--- config.mk ---
export PLATFORM = sky130hd
export DESIGN_NAME = fp_mul_issuer_flat
export DESIGN_NICKNAME = d
export VERILOG_FILES = /design/src/rtl/fp_mul_issuer_if.sv /design/src/rtl/fp_mul_issuer.sv /design/src/flat_wrapper.sv
export SDC_FILE = /design/constraint.sdc
export NUM_CORES = 1
export LEC_CHECK = 0
export ABC_CLOCK_PERIOD_IN_PS = 2300
export CORE_AREA = 3 3 175 126
export CTS_CLUSTER_SIZE = 16
export DETAILED_ROUTE_END_ITERATION = 10
export DIE_AREA = 0 0 178 129
export DONT_BUFFER_PORTS = 1
export GPL_TIMING_DRIVEN = 1
export PLACE_DENSITY = 0.47
export REMOVE_ABC_BUFFERS = 1
export SLEW_MARGIN = 25
export SYNTH_ARGS = -nofsm -noshare
export SYNTH_HDL_FRONTEND = slang
export SYNTH_SLANG_ARGS = --single-unit
--- constraint.sdc ---
create_clock -name clk -period 2.3 [get_ports clk]
set_clock_uncertainty 0.1 [all_clocks]
set_input_delay 0.345 -clock clk [delete_from_list [all_inputs] [get_ports clk]]
set_output_delay 0.345 -clock clk [all_outputs]
set_load 0.01 [all_outputs]
--- src/rtl/fp_mul_issuer_if.sv ---
// Operand/result streams plus the start/busy/done multiplier handshake.
// The issuer uses the master modport; the environment (upstream, downstream, multiplier) uses slave.
interface fp_mul_issuer_if;
    logic        in_valid;
    logic        in_ready;
    logic [31:0] in_a;
    logic [31:0] in_b;
    logic        out_valid;
    logic        out_ready;
    logic [31:0] out_z;
    logic        mul_start;
    logic [31:0] mul_a;
    logic [31:0] mul_b;
    logic        mul_busy;
    logic        mul_done;
    logic [31:0] mul_z;

    modport master (
        input  in_valid, in_a, in_b, out_ready, mul_busy, mul_done, mul_z,
        output in_ready, out_valid, out_z, mul_start, mul_a, mul_b
    );

    modport slave (
        output in_valid, in_a, in_b, out_ready, mul_busy, mul_done, mul_z,
        input  in_ready, out_valid, out_z, mul_start, mul_a, mul_b
    );
endinterface

--- src/rtl/fp_mul_issuer.sv ---
// Issues upstream operand pairs to a start/busy/done FP32 multiplier and
// returns each product on a one-entry downstream slot, with protocol timeouts.
module fp_mul_issuer #(
    parameter int CLR_TIMEOUT  = 2000,
    parameter int DONE_TIMEOUT = 200000,
    parameter int CNT_W        = 16
) (
    input  logic              clk,
    input  logic              rst_n,
    fp_mul_issuer_if.master   bus,
    output logic              timeout_err,
    output logic [CNT_W-1:0]  op_count
);
    localparam int MAX_T = (CLR_TIMEOUT > DONE_TIMEOUT) ? CLR_TIMEOUT : DONE_TIMEOUT;
    localparam int TMO_W = $clog2(MAX_T + 1);
    localparam logic [TMO_W-1:0] CLR_LIM  = TMO_W'(CLR_TIMEOUT - 1);
    localparam logic [TMO_W-1:0] DONE_LIM = TMO_W'(DONE_TIMEOUT - 1);

    typedef enum logic [2:0] {IDLE, ISSUE, WAIT_CLR, WAIT_DONE, HOLD} state_t;

    state_t             state, state_nxt;
    logic [TMO_W-1:0]   tmo;
    logic [31:0]        hold;
    logic               slot_free;
    logic               take_in, fire, to_out, to_hold, from_hold, abort;

    assign bus.in_ready = (state == IDLE) && rst_n;
    assign slot_free    = !bus.out_valid || bus.out_ready;

    always_ff @(posedge clk or negedge rst_n) begin
        if (!rst_n) state <= IDLE;
        else        state <= state_nxt;
    end

    always_comb begin
        state_nxt = state;
        take_in   = 1'b0;
        fire      = 1'b0;
        to_out    = 1'b0;
        to_hold   = 1'b0;
        from_hold = 1'b0;
        abort     = 1'b0;
        case (state)
            IDLE: begin
                if (bus.in_valid) begin
                    take_in   = 1'b1;
                    state_nxt = ISSUE;
                end
            end
            ISSUE: begin
                if (!bus.mul_busy) begin
                    fire      = 1'b1;
                    state_nxt = WAIT_CLR;
                end else if (tmo >= DONE_LIM) begin
                    abort = 1'b1;
                end
            end
            WAIT_CLR: begin
                // done seen during the start cycle may be stale from the previous op
                if (!bus.mul_start && !bus.mul_done) state_nxt = WAIT_DONE;
                else if (tmo >= CLR_LIM)             abort     = 1'b1;
            end
            WAIT_DONE: begin
                if (bus.mul_done) begin
                    if (slot_free) begin
                        to_out    = 1'b1;
                        state_nxt = IDLE;
                    end else begin
                        to_hold   = 1'b1;
                        state_nxt = HOLD;
                    end
                end else if (tmo >= DONE_LIM) begin
                    abort = 1'b1;
                end
            end
            HOLD: begin
                if (slot_free) begin
                    from_hold = 1'b1;
                    state_nxt = IDLE;
                end
            end
            default: state_nxt = IDLE;
        endcase
        if (abort) state_nxt = IDLE;
    end

    always_ff @(posedge clk or negedge rst_n) begin
        if (!rst_n) begin
            tmo           <= '0;
            hold          <= '0;
            bus.mul_start <= 1'b0;
            bus.mul_a     <= '0;
            bus.mul_b     <= '0;
            bus.out_valid <= 1'b0;
            bus.out_z     <= '0;
            timeout_err   <= 1'b0;
            op_count      <= '0;
        end else begin
            tmo           <= (state_nxt != state || state == IDLE) ? '0 : tmo + 1'b1;
            bus.mul_start <= fire;
            if (take_in) begin
                bus.mul_a <= bus.in_a;
                bus.mul_b <= bus.in_b;
            end
            if (to_hold) hold <= bus.mul_z;
            // a load replaces a draining result in the same edge
            if (to_out) begin
                bus.out_z     <= bus.mul_z;
                bus.out_valid <= 1'b1;
            end else if (from_hold) begin
                bus.out_z     <= hold;
                bus.out_valid <= 1'b1;
            end else if (bus.out_valid && bus.out_ready) begin
                bus.out_valid <= 1'b0;
            end
            if (to_out || from_hold) op_count <= op_count + 1'b1;
            if (abort) timeout_err <= 1'b1;
        end
    end
endmodule
--- src/flat_wrapper.sv ---
// flat-port wrapper written by rule: the top's interface ports become plain ports
module fp_mul_issuer_flat 
#(
    parameter int CLR_TIMEOUT  = 2000,
    parameter int DONE_TIMEOUT = 200000,
    parameter int CNT_W        = 16
)
  (clk, rst_n, timeout_err, op_count, bus_in_valid, bus_in_a, bus_in_b, bus_out_ready, bus_mul_busy, bus_mul_done, bus_mul_z, bus_in_ready, bus_out_valid, bus_out_z, bus_mul_start, bus_mul_a, bus_mul_b);
  fp_mul_issuer_if bus_i ();
  input  logic clk;
  input  logic rst_n;
  output logic timeout_err;
  output logic [CNT_W-1:0] op_count;
  input wire logic [$bits(bus_i.in_valid)-1:0] bus_in_valid;
  input wire logic [$bits(bus_i.in_a)-1:0] bus_in_a;
  input wire logic [$bits(bus_i.in_b)-1:0] bus_in_b;
  input wire logic [$bits(bus_i.out_ready)-1:0] bus_out_ready;
  input wire logic [$bits(bus_i.mul_busy)-1:0] bus_mul_busy;
  input wire logic [$bits(bus_i.mul_done)-1:0] bus_mul_done;
  input wire logic [$bits(bus_i.mul_z)-1:0] bus_mul_z;
  output wire logic [$bits(bus_i.in_ready)-1:0] bus_in_ready;
  output wire logic [$bits(bus_i.out_valid)-1:0] bus_out_valid;
  output wire logic [$bits(bus_i.out_z)-1:0] bus_out_z;
  output wire logic [$bits(bus_i.mul_start)-1:0] bus_mul_start;
  output wire logic [$bits(bus_i.mul_a)-1:0] bus_mul_a;
  output wire logic [$bits(bus_i.mul_b)-1:0] bus_mul_b;
  assign bus_i.in_valid = bus_in_valid;
  assign bus_i.in_a = bus_in_a;
  assign bus_i.in_b = bus_in_b;
  assign bus_i.out_ready = bus_out_ready;
  assign bus_i.mul_busy = bus_mul_busy;
  assign bus_i.mul_done = bus_mul_done;
  assign bus_i.mul_z = bus_mul_z;
  assign bus_in_ready = bus_i.in_ready;
  assign bus_out_valid = bus_i.out_valid;
  assign bus_out_z = bus_i.out_z;
  assign bus_mul_start = bus_i.mul_start;
  assign bus_mul_a = bus_i.mul_a;
  assign bus_mul_b = bus_i.mul_b;
  fp_mul_issuer #(.CLR_TIMEOUT(CLR_TIMEOUT), .DONE_TIMEOUT(DONE_TIMEOUT), .CNT_W(CNT_W)) u_core (.clk(clk), .rst_n(rst_n), .bus(bus_i), .timeout_err(timeout_err), .op_count(op_count));
endmodule
==> results of run 1 <==
[worst paths after layout]
check / from / to / slack (ns) / cells after the start
setup / recovery: u_core.tmo[1] / u_core.tmo[1] / 0.13 / 6
hold / removal: rst_n / u_core.bus.mul_a[16] / -0.49 / 0
setup reg to reg: u_core.tmo[1] / u_core.tmo[1] / 0.13 / 6
hold reg to reg: u_core.hold[17] / u_core.hold[17] / 0.41 / 1
max in group asynchronous: rst_n / u_core.tmo[15] / 2.37 / 0
min in group clk: bus_out_ready / u_core.state[2] / 0.11 / 2
[metrics by stage]
stage / hold slack [ns] / TNS (ns)
2_1_floorplan: -0.0506 / -381.88
3_3_place_gp: -0.0469 / 0
3_5_place_dp: -0.0481 / 0
4_1_cts: -0.520 / 0
5_1_grt: -0.520 / 0
6_report: -0.492 / 0
[power groups by stage]
stage          logic, mW  registers (mW)  clock network [mW]
6_report            2.39            5.43                3.05
5_1_grt             2.67            5.60                3.31
4_1_cts             2.42            5.46                3.16
3_5_place_dp        2.28            5.51                   0
3_3_place_gp        2.16            5.50                   0
2_1_floorplan       1.82            5.18                   0
[cells by family after synthesis]
| group | count (synthesis) | synth area share, % |
|---|---|---|
| muxes | 98 | 15.5 |
| xor gates and xnor gates | 27 | 3.31 |
| and+or+nand+nor | 196 | 13.6 |
| buffers and inverters | 35 | 2.26 |
| AOI/OAI and AO/OA | 59 | 6.15 |
| DFF | 168 | 58.9 |
| adders and majority gates | 2 | 0.351 |
[metal layers]
metal / global-route usage (%) / wire, um / vias up
met5: 0 / 0 / -
met4: 5.26 / 217 / 0
met3: 6.46 / 1490 / 15
met2: 24.7 / 8380 / 143
met1: 19.8 / 7570 / 2454
li1: - / - / 2275
[registers in the layout, indices dropped and copies added, names as in the netlist]
register              flops
u_core.bus.mul_a         32
u_core.bus.mul_b         32
u_core.bus.out_z         32
u_core.hold              32
u_core.tmo               18
u_core.op_count          16
u_core.state              3
u_core.bus.mul_start      1
u_core.bus.out_valid      1
u_core.timeout_err        1
[repair_timing]
action	4_1_cts	5_1_grt
setup endpoints to repair	0	1
setup buffers	0	1
endpoints found under the hold margin	297	168
[cell type report]
class / count / area, um^2 / area share (%)
flip-flops and latches: 168 / 4200 / 46.2
multi-input cells: 382 / 2800 / 30.7
repair buffers: 112 / 1120 / 12.3
clock buffers: 20 / 457 / 5.01
well taps: 276 / 345 / 3.79
clock inverters: 12 / 173 / 1.90
inverters: 3 / 11.3 / 0.124
[synth_stat cells (all sizes together)]
cell	instances
a2111oi	2
a211o	1
a211oi	5
a21oi	5
a221oi	1
a22oi	2
a311o	1
a311oi	1
a31oi	32
and2	2
and3	4
and4	3
and4b	1
buf	18
clkbuf	14
dfrtp	168
ha	2
inv	3
mux2	98
nand2	78
nand2b	4
nand3	14
nand4	11
nand4b	1
nor2	42
nor2b	1
nor3	18
nor3b	5
nor4	2
o2111a	1
o211ai	1
o21a	1
o21ai	3
o221ai	1
o31ai	2
or2	2
or3	3
or3b	2
or4	3
xnor2	18
xor2	9
==> key figures, run 1 <==
STA
  – Hold WS: -0.492 ns
  – Pins over their slew limit: 0
  – Achievable Freq: roughly 460 MHz
  – Unrepaired setup endpoints after global routing: no
  – Slew @ Worst Pin: around 0.44 ns
  – Final setup viols: 0
  – Relative slew slack: 70.6%
  – Final hold violation count: roughly 170
  – Final Cycle Share: around 94%
  – Tmin final: between 2 and 2.5 ns
  – Final worst slack: about 0.13 ns

Outcome
  – Failing checks: hold timing
  – Status: finished with violations

Synthesis
  – Synth unique cells: 48
  – Yosys top cell by area: dfrtp_1
  – Mean Syn Cell Area: between 10 and 15 um^2
  – YS warnings: 0
  – Post-synth top area share: between 50% and 60%
  – Synth Cell Area: ~7000 um^2
  – Seq/Total Area, Yosys: a little under 60%
  – Area contributors post-synth: dfrtp_1 59%, mux2_2 15%, nand2_1 4.1%
  – Post-Syn Instances: between 500 and 600
  – Flops & latches, synth: ~170

Run
  – MaxCap Viol Count: 0

Clock tree
  – CTS Buf Count: 17
  – Worst skew pair latency: between 0.4 and 0.5 ns
  – Post-CTS Hold Buffers: between 90 and 100
  – CTS root buffer: clkbuf_16
  – Clock buffer depth: 2
  – H-Tree Depth: 4
  – Register clock-pin slew on the reported worst setup and hold paths: 0.06 ns
  – CTS tree: built
  – Cts repair resizes: 0
  – # clock sinks: approximately 170

GRT
  – Initial antenna violation count: 0
  – GRT Total Usage: approximately 16%
  – First-pass GRT wire length: between 20,000 and 30,000 um
  – Gr ovfl total: 0
  – Number of global-route vias before repair: 5,071
  – Largest net degree at the start of global routing: 170

Route
  – Vias/cell: 5.02
  – Antenna viol nets, final: 0
  – Initial drt markers: 233
  – Drt drc: 0
  – First-pass DRT Iterations: 4
  – Wire per inst: approximately 18 um
  – Drt total wl: 17,700 um
  – Vias: just under 5,000

Power
  – Switch share: 33.0%
  – Overall Power: ~11 mW
  – Clock power share: 28.1%
  – P_sw: 3.59 mW
  – Power share of the sequential group: 49.9%
  – Internal power: roughly 7.3 mW
  – P per Cell Area: between 1000 and 1500 nW/um^2
  – Combinational share of power: between 20% and 30%
  – Peak supply drop: 527 uV
  – Static leakage: roughly 3.8 nW

Placed design
  – Placed cells: about 840
  – Post-DP Area: between 7000 and 8000 um^2
  – DP Worst Slack: about 0.13 ns
  – Post-detail-place hpwl: 11,300 um
  – Port bufs: 0
  – GPL Wtd Cong: around 0.8

Cells and area
  – Final core utilization: 44.4%
  – Commonest non-fill, non-tap cell in the layout: dfrtp_1
  – Share of layout cells above drive strength 1: 23.8%
  – Final nets: slightly below 800
  – Antenna Cells: 0
  – Most frequent cells in the layout: 168 x dfrtp_1, 98 x mux2_2, 97 x dlygate4sd3_1, 78 x nand2_1, 41 x nor2_1
  – Area delta synth->final: 27.6%
  – Design Area, Final: 9110 um^2
  – Post-route insts no fill: ~970
  – Fill cells: approximately 1,900

Worst setup path
  – CP Launch Type: register
  – Buf+Inv Stages, Crit Path: 1
  – CP max stage cell: dfrtp_1
  – Critical path capture point type: register
  – CP delay by family, top: compound AO/OA/AOI/OAI gates
  – Critical path class: register to register
  – Worst Path Required: between 2 and 3 ns
  – Crit-path max cell delay: roughly 0.43 ns
  – Worst Path Arrival: 2.40 ns
  – Crit path max fanout: 10
  – Worst path cell trace: ha_1 -> a311o_1 -> a311oi_2 -> o221ai_2 -> buf_4 -> nor3b_1

Die
  – I/O pins: 218
  – # rows: between 40 and 50
  – Initial core utilization: about a third
  – Die X-Extent: 178 um
  – Core Area: a little over 20,000 um^2
  – DIE AREA: around 23,000 um^2
  – Die Span Y: approximately 130 um

Worst hold path
  – HP Class: input pin to asynchronous set/reset pin
Power figures use the tool's default switching activity.
==> inputs of run 2 (changes only) <==
--- a/config.mk
+++ b/config.mk
@@ -5,14 +5,15 @@
 export SDC_FILE = /design/constraint.sdc
 export NUM_CORES = 1
 export LEC_CHECK = 0
+export ABC_AREA = 1
 export ABC_CLOCK_PERIOD_IN_PS = 2300
-export CORE_AREA = 3 3 175 126
+export CORE_AREA = 3 3 177 127
 export CTS_CLUSTER_SIZE = 16
 export DETAILED_ROUTE_END_ITERATION = 10
-export DIE_AREA = 0 0 178 129
+export DIE_AREA = 0 0 180 130
 export DONT_BUFFER_PORTS = 1
 export GPL_TIMING_DRIVEN = 1
-export PLACE_DENSITY = 0.47
+export PLACE_DENSITY = 0.46
 export REMOVE_ABC_BUFFERS = 1
 export SLEW_MARGIN = 25
 export SYNTH_ARGS = -nofsm -noshare
==> run 2 against run 1 <==
The flow still finishes with violations (hold timing). Via count increased by 6.5%. Power decreased by 0.76%. Routed wire length increased by 4.0%. Critical path type unchanged. Largest cell class unchanged. Highest routed layer unchanged.
==> key figures, run 2 <==
Outcome
  – Status: finished with violations
  – Failing checks: hold timing

Die
  – Die Span Y: 130 um (+0.78%)
  – Initial core utilization: 35.1% (+0.31 points)
  – I/O pins: 218 (unchanged)
  – Core Area: 20,800 um^2 (+1.1%)
  – # rows: 44 (unchanged)
  – Die X-Extent: 180 um (+1.1%)
  – DIE AREA: 23,400 um^2 (+1.9%)

Cells and area
  – Share of layout cells above drive strength 1: 18.5% (-5.3 points)
  – Commonest non-fill, non-tap cell in the layout: dfrtp_1
  – Post-route insts no fill: 1,087 (+12%)
  – Final core utilization: 43.9% (-0.49 points)
  – Final nets: 901 (+14%)
  – Area delta synth->final: 25.1%
  – Design Area, Final: 9100 um^2 (about the same)
  – Most frequent cells in the layout: 168 x dfrtp_1, 159 x nand2_1, 96 x dlygate4sd3_1, 78 x o21ai_0, 64 x mux2_2

Worst setup path
  – Crit path max fanout: 18 (+8)
  – Buf+Inv Stages, Crit Path: 0 (-1)
  – Crit-path max cell delay: 0.41 ns (-0.02 ns)
  – CP max stage cell: dfrtp_1
  – Worst Path Arrival: 2.27 ns (-0.13 ns)
  – Most used cell, CP: nand2_1
  – Critical path capture point type: register
  – Critical path class: register to register
  – CP delay by family, top: simple AND/OR/NAND/NOR gates
  – Worst Path Required: 2.53 ns (about the same)
  – Worst path cell trace: ha_1 -> nand3_1 -> nand2_1 -> nand4_1 -> nand2_1 -> nand2_1 -> nand3_2 -> nand2_2 -> nand3_4 -> nor3_1
  – CP Launch Type: register

Clock tree
  – # clock sinks: 168 (unchanged)
  – Register clock-pin slew on the reported worst setup and hold paths: 0.06 ns (about the same)
  – H-Tree Depth: 4 (unchanged)
  – Post CTS Setup Buffer Count: 0 (unchanged)
  – CTS root buffer: clkbuf_16
  – CTS tree: built
  – Worst skew pair latency: 0.42 ns (about the same)
  – Cts repair resizes: 0 (unchanged)
  – CTS Buf Count: 17 (unchanged)
  – Post-CTS Hold Buffers: 96 (-1.0%)
  – Clock buffer depth: 2 (unchanged)

Route
  – Antenna viol nets, final: 0 (unchanged)
  – Drt total wl: 18,400 um (+4.0%)
  – Wire per inst: 16.9 um (-6.9%)
  – Initial drt markers: 208 (-11%)
  – Vias/cell: 4.79 (-4.7%)
  – First-pass DRT Iterations: 4 (unchanged)
  – Drt drc: 0 (unchanged)
  – Vias: 5,203 (+6.5%)

Placed design
  – Port bufs: 0 (unchanged)
  – DP Worst Slack: 0.266 ns (+0.133 ns)
  – Post-detail-place hpwl: 12,000 um (+5.9%)
  – Post-DP Area: 7590 um^2 (+1.2%)
  – GPL Wtd Cong: 0.792 (-0.83%)
  – Placed cells: 958 (+14%)

Power
  – Clock power share: 25.0% (-3.1 points)
  – P per Cell Area: 1190 nW/um^2 (-0.72%)
  – Combinational share of power: 23.9% (+1.9 points)
  – Overall Power: 10.8 mW (-0.76%)
  – Peak supply drop: 479 uV (-9.0%)
  – Static leakage: 4.15 nW (+10%)
  – Power share of the sequential group: 51.1% (+1.2 points)
  – Internal power: 6.83 mW (-6.2%)
  – P_sw: 3.97 mW (+10%)
  – Switch share: 36.7% (+3.7 points)

STA
  – Tmin final: 2.04 ns (-0.122 ns)
  – Achievable Freq: 489 MHz (+5.9%)
  – Unrepaired setup endpoints after global routing: no
  – Final Cycle Share: 88.9% (-5.3 points)
  – Final worst slack: 0.256 ns (+0.122 ns)
  – Pins over their slew limit: 0 (unchanged)
  – Relative slew slack: 66.5% (-4.1 points)
  – Hold WS: -0.482 ns (+0.00998 ns)
  – Final setup viols: 0 (unchanged)
  – Final hold violation count: 168 (unchanged)
  – Slew @ Worst Pin: 0.502 ns (+0.0634 ns)

Worst hold path
  – HP Class: input pin to asynchronous set/reset pin

Run
  – MaxCap Viol Count: 0 (unchanged)

Synthesis
  – Seq/Total Area, Yosys: 57.8% (-1.1 points)
  – Flops & latches, synth: 168 (unchanged)
  – Synth Cell Area: 7280 um^2 (+2.0%)
  – Area contributors post-synth: dfrtp_1 58%, mux2_2 9.9%, nand2_1 8.3%
  – Yosys top cell by area: dfrtp_1
  – YS warnings: 0 (unchanged)
  – EDFF count, synth: 0 (unchanged)
  – Count leader, synth: dfrtp_1
  – Synth Flop Type: dfrtp_1
  – Post-Syn Instances: 700 (+20%)
  – Post-synth top area share: 57.8% (-1.1 points)
  – Fraction of registers with async set/reset: 100% (unchanged)
  – Synth unique cells: 32 (-33%)
  – Synth cell count leaders: 168 x dfrtp_1, 160 x nand2_1, 78 x o21ai_0, 64 x mux2_2, 45 x inv_1
  – Mean Syn Cell Area: 10.4 um^2 (-15%)

GRT
  – Gr ovfl total: 0 (unchanged)
  – Largest net degree at the start of global routing: 170 (unchanged)
  – First-pass GRT wire length: 29,500 um (+5.4%)
  – GRT Total Usage: 15.7% (+0.034 points)
  – Number of global-route vias before repair: 5,455 (+7.6%)
  – Initial antenna violation count: 0 (unchanged)
[run 2: cell count changes in the layout (fill, tap and decap cells not counted), moves of 7 or more]
cell,delta
o21ai_0,+75
a31oi_1,-32
inv_1,+42
mux2_2,-34
nand2_1,+81
nor2_1,-21
xor2_1,+7
a21oi_1,+19
[run 2: path summary, 6_finish.rpt]
check | slack [ns] | endpoint | cells past startpoint | start
hold / removal | -0.48 | u_core.bus.mul_a[23] | 0 | rst_n
max in group asynchronous | 2.37 | u_core.bus.out_z[11] | 0 | rst_n
hold reg to reg | 0.38 | u_core.hold[4] | 2 | u_core.hold[4]
setup reg to reg | 0.26 | u_core.tmo[5] | 10 | u_core.tmo[0]
setup / recovery | 0.26 | u_core.tmo[5] | 10 | u_core.tmo[0]
min in group clk | 0.03 | u_core.bus.out_z[7] | 2 | bus_mul_z[7]
[run 2: area by class of cell]
type / count / area [um^2]
inverters: 51 / 191
fillers: 1918 / 11700
repair buffers: 110 / 1080
clock buffers: 19 / 443
diodes: 1 / 2.50
flip-flops and latches: 168 / 4200
well taps: 276 / 345
clock inverters: 13 / 111
multi-input cells: 449 / 2730
[run 2: per-layer routing]
metal	global-route usage (%)	vias up	share of wire, %	wire, um
met5	0	-	0	0
met3	5.96	20	8.5	1570
met2	24.8	182	46	8480
li1	-	2489	-	-
met1	20.0	2512	43	7960
met4	5.77	0	1.9	354
[run 2: logic make-up after synthesis]
family / count (synthesis) / synth area share, %
adders and majority gates: 2 / 0.344
and+or+nand+nor: 247 / 16.1
AOI/OAI and AO/OA: 108 / 7.53
buffers and inverters: 83 / 4.98
muxes: 64 / 9.90
DFF: 168 / 57.8
xor gates and xnor gates: 28 / 3.37
[run 2: stage by stage]
step           setup TNS, ns  hold WS, ns
2_1_floorplan         -50.83      -0.0506
4_1_cts                    0       -0.510
5_1_grt                    0       -0.517
3_3_place_gp               0      -0.0460
6_report                   0       -0.482
3_5_place_dp               0      -0.0463
[run 2: power groups by stage]
stage	clock, mW	sequential [mW]	combinational (mW)
floorplan	0	5.23	1.94
global placement	0	5.55	2.37
detailed placement	0	5.57	2.46
CTS	2.82	5.52	2.61
global route	2.95	5.67	2.92
finish	2.70	5.52	2.58
==> inputs of run 3 (changes only) <==
--- a/config.mk
+++ b/config.mk
@@ -7,13 +7,13 @@
 export LEC_CHECK = 0
 export ABC_AREA = 1
 export ABC_CLOCK_PERIOD_IN_PS = 2300
+export BUFFER_PORTS_ARGS = -buffer_cell sky130_fd_sc_hd__buf_4
 export CORE_AREA = 3 3 177 127
 export CTS_CLUSTER_SIZE = 16
 export DETAILED_ROUTE_END_ITERATION = 10
 export DIE_AREA = 0 0 180 130
-export DONT_BUFFER_PORTS = 1
 export GPL_TIMING_DRIVEN = 1
-export PLACE_DENSITY = 0.46
+export PLACE_DENSITY = 0.55
 export REMOVE_ABC_BUFFERS = 1
 export SLEW_MARGIN = 25
 export SYNTH_ARGS = -nofsm -noshare
==> run 3 against run 2 <==
Flip-flop and latch count is the same. The run still ends with hold timing left. First-iteration DRC count increased by 2.4%. Power rose by 14%. Critical endpoint is now u_core.hold[17].
==> key figures, run 3 (synthesis results as in run 2) <==
Power
  – P_sw: 4.23 mW (+6.6%)
  – Internal power: 8.05 mW (+18%)
  – Static leakage: 4.82 nW (+16%)
  – Power share of the sequential group: 39.4% (-12 points)
  – Switch share: 34.4% (-2.3 points)
  – Clock power share: 23.4% (-1.6 points)
  – Peak supply drop: 457 uV (-4.7%)
  – Combinational share of power: 37.2% (+13 points)
  – P per Cell Area: 1250 nW/um^2 (+5.7%)

Die
  – DIE AREA: 23,400 um^2 (unchanged)
  – Die X-Extent: 180 um (unchanged)
  – Core Area: 20,800 um^2 (unchanged)
  – Initial core utilization: 35.1% (unchanged)
  – I/O pins: 218 (unchanged)
  – # rows: 44 (unchanged)
  – Die Span Y: 130 um (unchanged)

Placed design
  – GPL Wtd Cong: 0.819 (+3.5%)
  – Port bufs: 217 (+217)
  – Post-detail-place hpwl: 12,900 um (+7.6%)
  – DP Worst Slack: 0.220 ns (-0.0458 ns)
  – Post-DP Area: 9200 um^2 (+21%)

Worst setup path
  – Critical path capture point type: register
  – Crit path max fanout: 38 (+20)
  – Reg2reg setup slack: 0.22 ns (-0.04 ns)
  – CP max stage cell: dfrtp_1
  – FF-to-FF Start: u_core.state[2]
  – Worst path cell trace: inv_2 -> nand3_2 -> nor2_2 -> inv_2 -> nor2_4 -> buf_4 -> o21ai_0
  – CP Launch Type: register
  – Critical path class: register to register
  – Worst Path Required: 2.49 ns (-0.04 ns)
  – Crit-path max cell delay: 0.42 ns (about the same)
  – Worst Path Arrival: 2.27 ns (about the same)
  – FF-to-FF path depth: 7 (-3)
  – Most used cell, CP: inv_2
  – Worst flop-to-flop path endpoint: u_core.hold[17]

STA
  – Relative slew slack: 34.3% (-32 points)
  – Pins over their slew limit: 0 (unchanged)
  – Final worst slack: 0.221 ns (-0.0350 ns)
  – Final hold violation count: 25 (-85%)
  – Final setup viols: 0 (unchanged)
  – Unrepaired setup endpoints after global routing: no
  – Slew @ Worst Pin: 0.985 ns (+0.484 ns)
  – Final Cycle Share: 90.4% (+1.5 points)
  – Tmin final: 2.08 ns (+0.0350 ns)
  – Achievable Freq: 481 MHz (-1.7%)
  – Fin Setup TNS: 0 ns (unchanged)
  – Hold WS: -0.0571 ns (+0.425 ns)

Cells and area
  – Commonest non-fill, non-tap cell in the layout: buf_4
  – Share of layout cells above drive strength 1: 39.3% (+21 points)
  – Final core utilization: 47.2% (+3.3 points)
  – Area delta synth->final: 34.5%
  – Antenna Cells: 0 (-1)
  – Design Area, Final: 9790 um^2 (+7.6%)
  – Most frequent cells in the layout: 224 x buf_4, 168 x dfrtp_1, 159 x nand2_1, 78 x o21ai_0, 64 x mux2_2
  – Final nets: 1,018 (+13%)

Clock tree
  – Clock buffer depth: 2 (unchanged)
  – CTS Buf Count: 17 (unchanged)
  – CTS root buffer: clkbuf_16
  – Post-CTS Hold Buffers: 0 (-100%)
  – Post CTS Setup Buffer Count: 0 (unchanged)
  – Cts repair resizes: 0 (unchanged)
  – H-Tree Depth: 4 (unchanged)
  – CTS tree: built
  – # clock sinks: 168 (unchanged)
  – Register clock-pin slew on the reported worst setup and hold paths: 0.07 ns (about the same)
  – Worst skew pair latency: 0.42 ns (about the same)

Route
  – Wire per inst: 15.3 um (-9.2%)
  – Vias: 5,439 (+4.5%)
  – Antenna viol nets, final: 0 (unchanged)
  – Vias/cell: 4.52 (-5.5%)
  – Drt drc: 0 (unchanged)
  – Drt total wl: 18,400 um (+0.44%)
  – Initial drt markers: 213 (+2.4%)
  – First-pass DRT Iterations: 4 (unchanged)

Outcome
  – Status: finished with violations
  – Failing checks: hold timing

GRT
  – Largest net degree at the start of global routing: 169 (-0.59%)
  – First-pass GRT wire length: 29,900 um (+1.5%)
  – GRT Total Usage: 15.9% (+0.17 points)
  – Gr ovfl total: 0 (unchanged)
  – Number of global-route vias before repair: 5,328 (-2.3%)
  – Initial antenna violation count: 0 (unchanged)

Run
  – MaxCap Viol Count: 0 (unchanged)

Worst hold path
  – HP Class: input pin to asynchronous set/reset pin
==> run 3: layer usage <==
layer	wire, um	global-route usage [%]	vias to the layer above
li1	-	-	2727
met1	9360	23.9	2520
met2	7870	23.0	188
met3	1140	4.40	4
met4	69	3.41	0
met5	0	0	-
==> run 3: power groups by stage <==
stage / Clock (mW) / Combinational (mW) / Sequential, mW
2_1_floorplan: 0 / 1.94 / 5.23
3_3_place_gp: 0 / 4.64 / 4.86
3_5_place_dp: 0 / 4.66 / 4.89
4_1_cts: 2.98 / 4.67 / 4.85
5_1_grt: 3.13 / 5.03 / 5.00
6_report: 2.87 / 4.57 / 4.84
==> run 3: final cells by class <==
cell class,instances,area [um^2]
clock inverter,14,151
multi-input combinational,449,2730
fill,1984,11000
inverter,51,191
timing repair buffer,227,1730
tap,276,345
clock buffer,18,439
sequential,168,4200
==> run 3: worst max-delay path by stage <==
stage	from	endpoint	slack (ns)
3_5_place_dp	u_core.state[2]	u_core.hold[24]	0.22
4_1_cts	u_core.state[2]	u_core.hold[17]	0.21
3_3_place_gp	u_core.state[2]	u_core.hold[17]	0.27
6_report	u_core.state[2]	u_core.hold[17]	0.22
5_1_grt	u_core.state[2]	u_core.hold[18]	0.03
2_1_floorplan	u_core.state[1]	u_core.tmo[0]	-0.80
==> run 3: metrics by stage <==
| step | instances | total power, mW | hold slack [ns] |
|---|---|---|---|
| floorplan | 668 | 7.17 | -0.0506 |
| global placement | 1171 | 9.50 | 0.354 |
| detailed placement | 1171 | 9.54 | 0.360 |
| CTS | 1203 | 12.5 | 0.0126 |
| global route | 1203 | 13.2 | 0.0251 |
| finish | 1203 | 12.3 | -0.0571 |
==> run 3: worst max-delay path, delay by kind of cell (launching register included) <==
| family | cells | cell delay (ns) |
|---|---|---|
| compound gates | 1 | 0.14 |
| buf+inv | 3 | 0.69 |
| flops | 1 | 0.42 |
| simple gates | 3 | 0.57 |
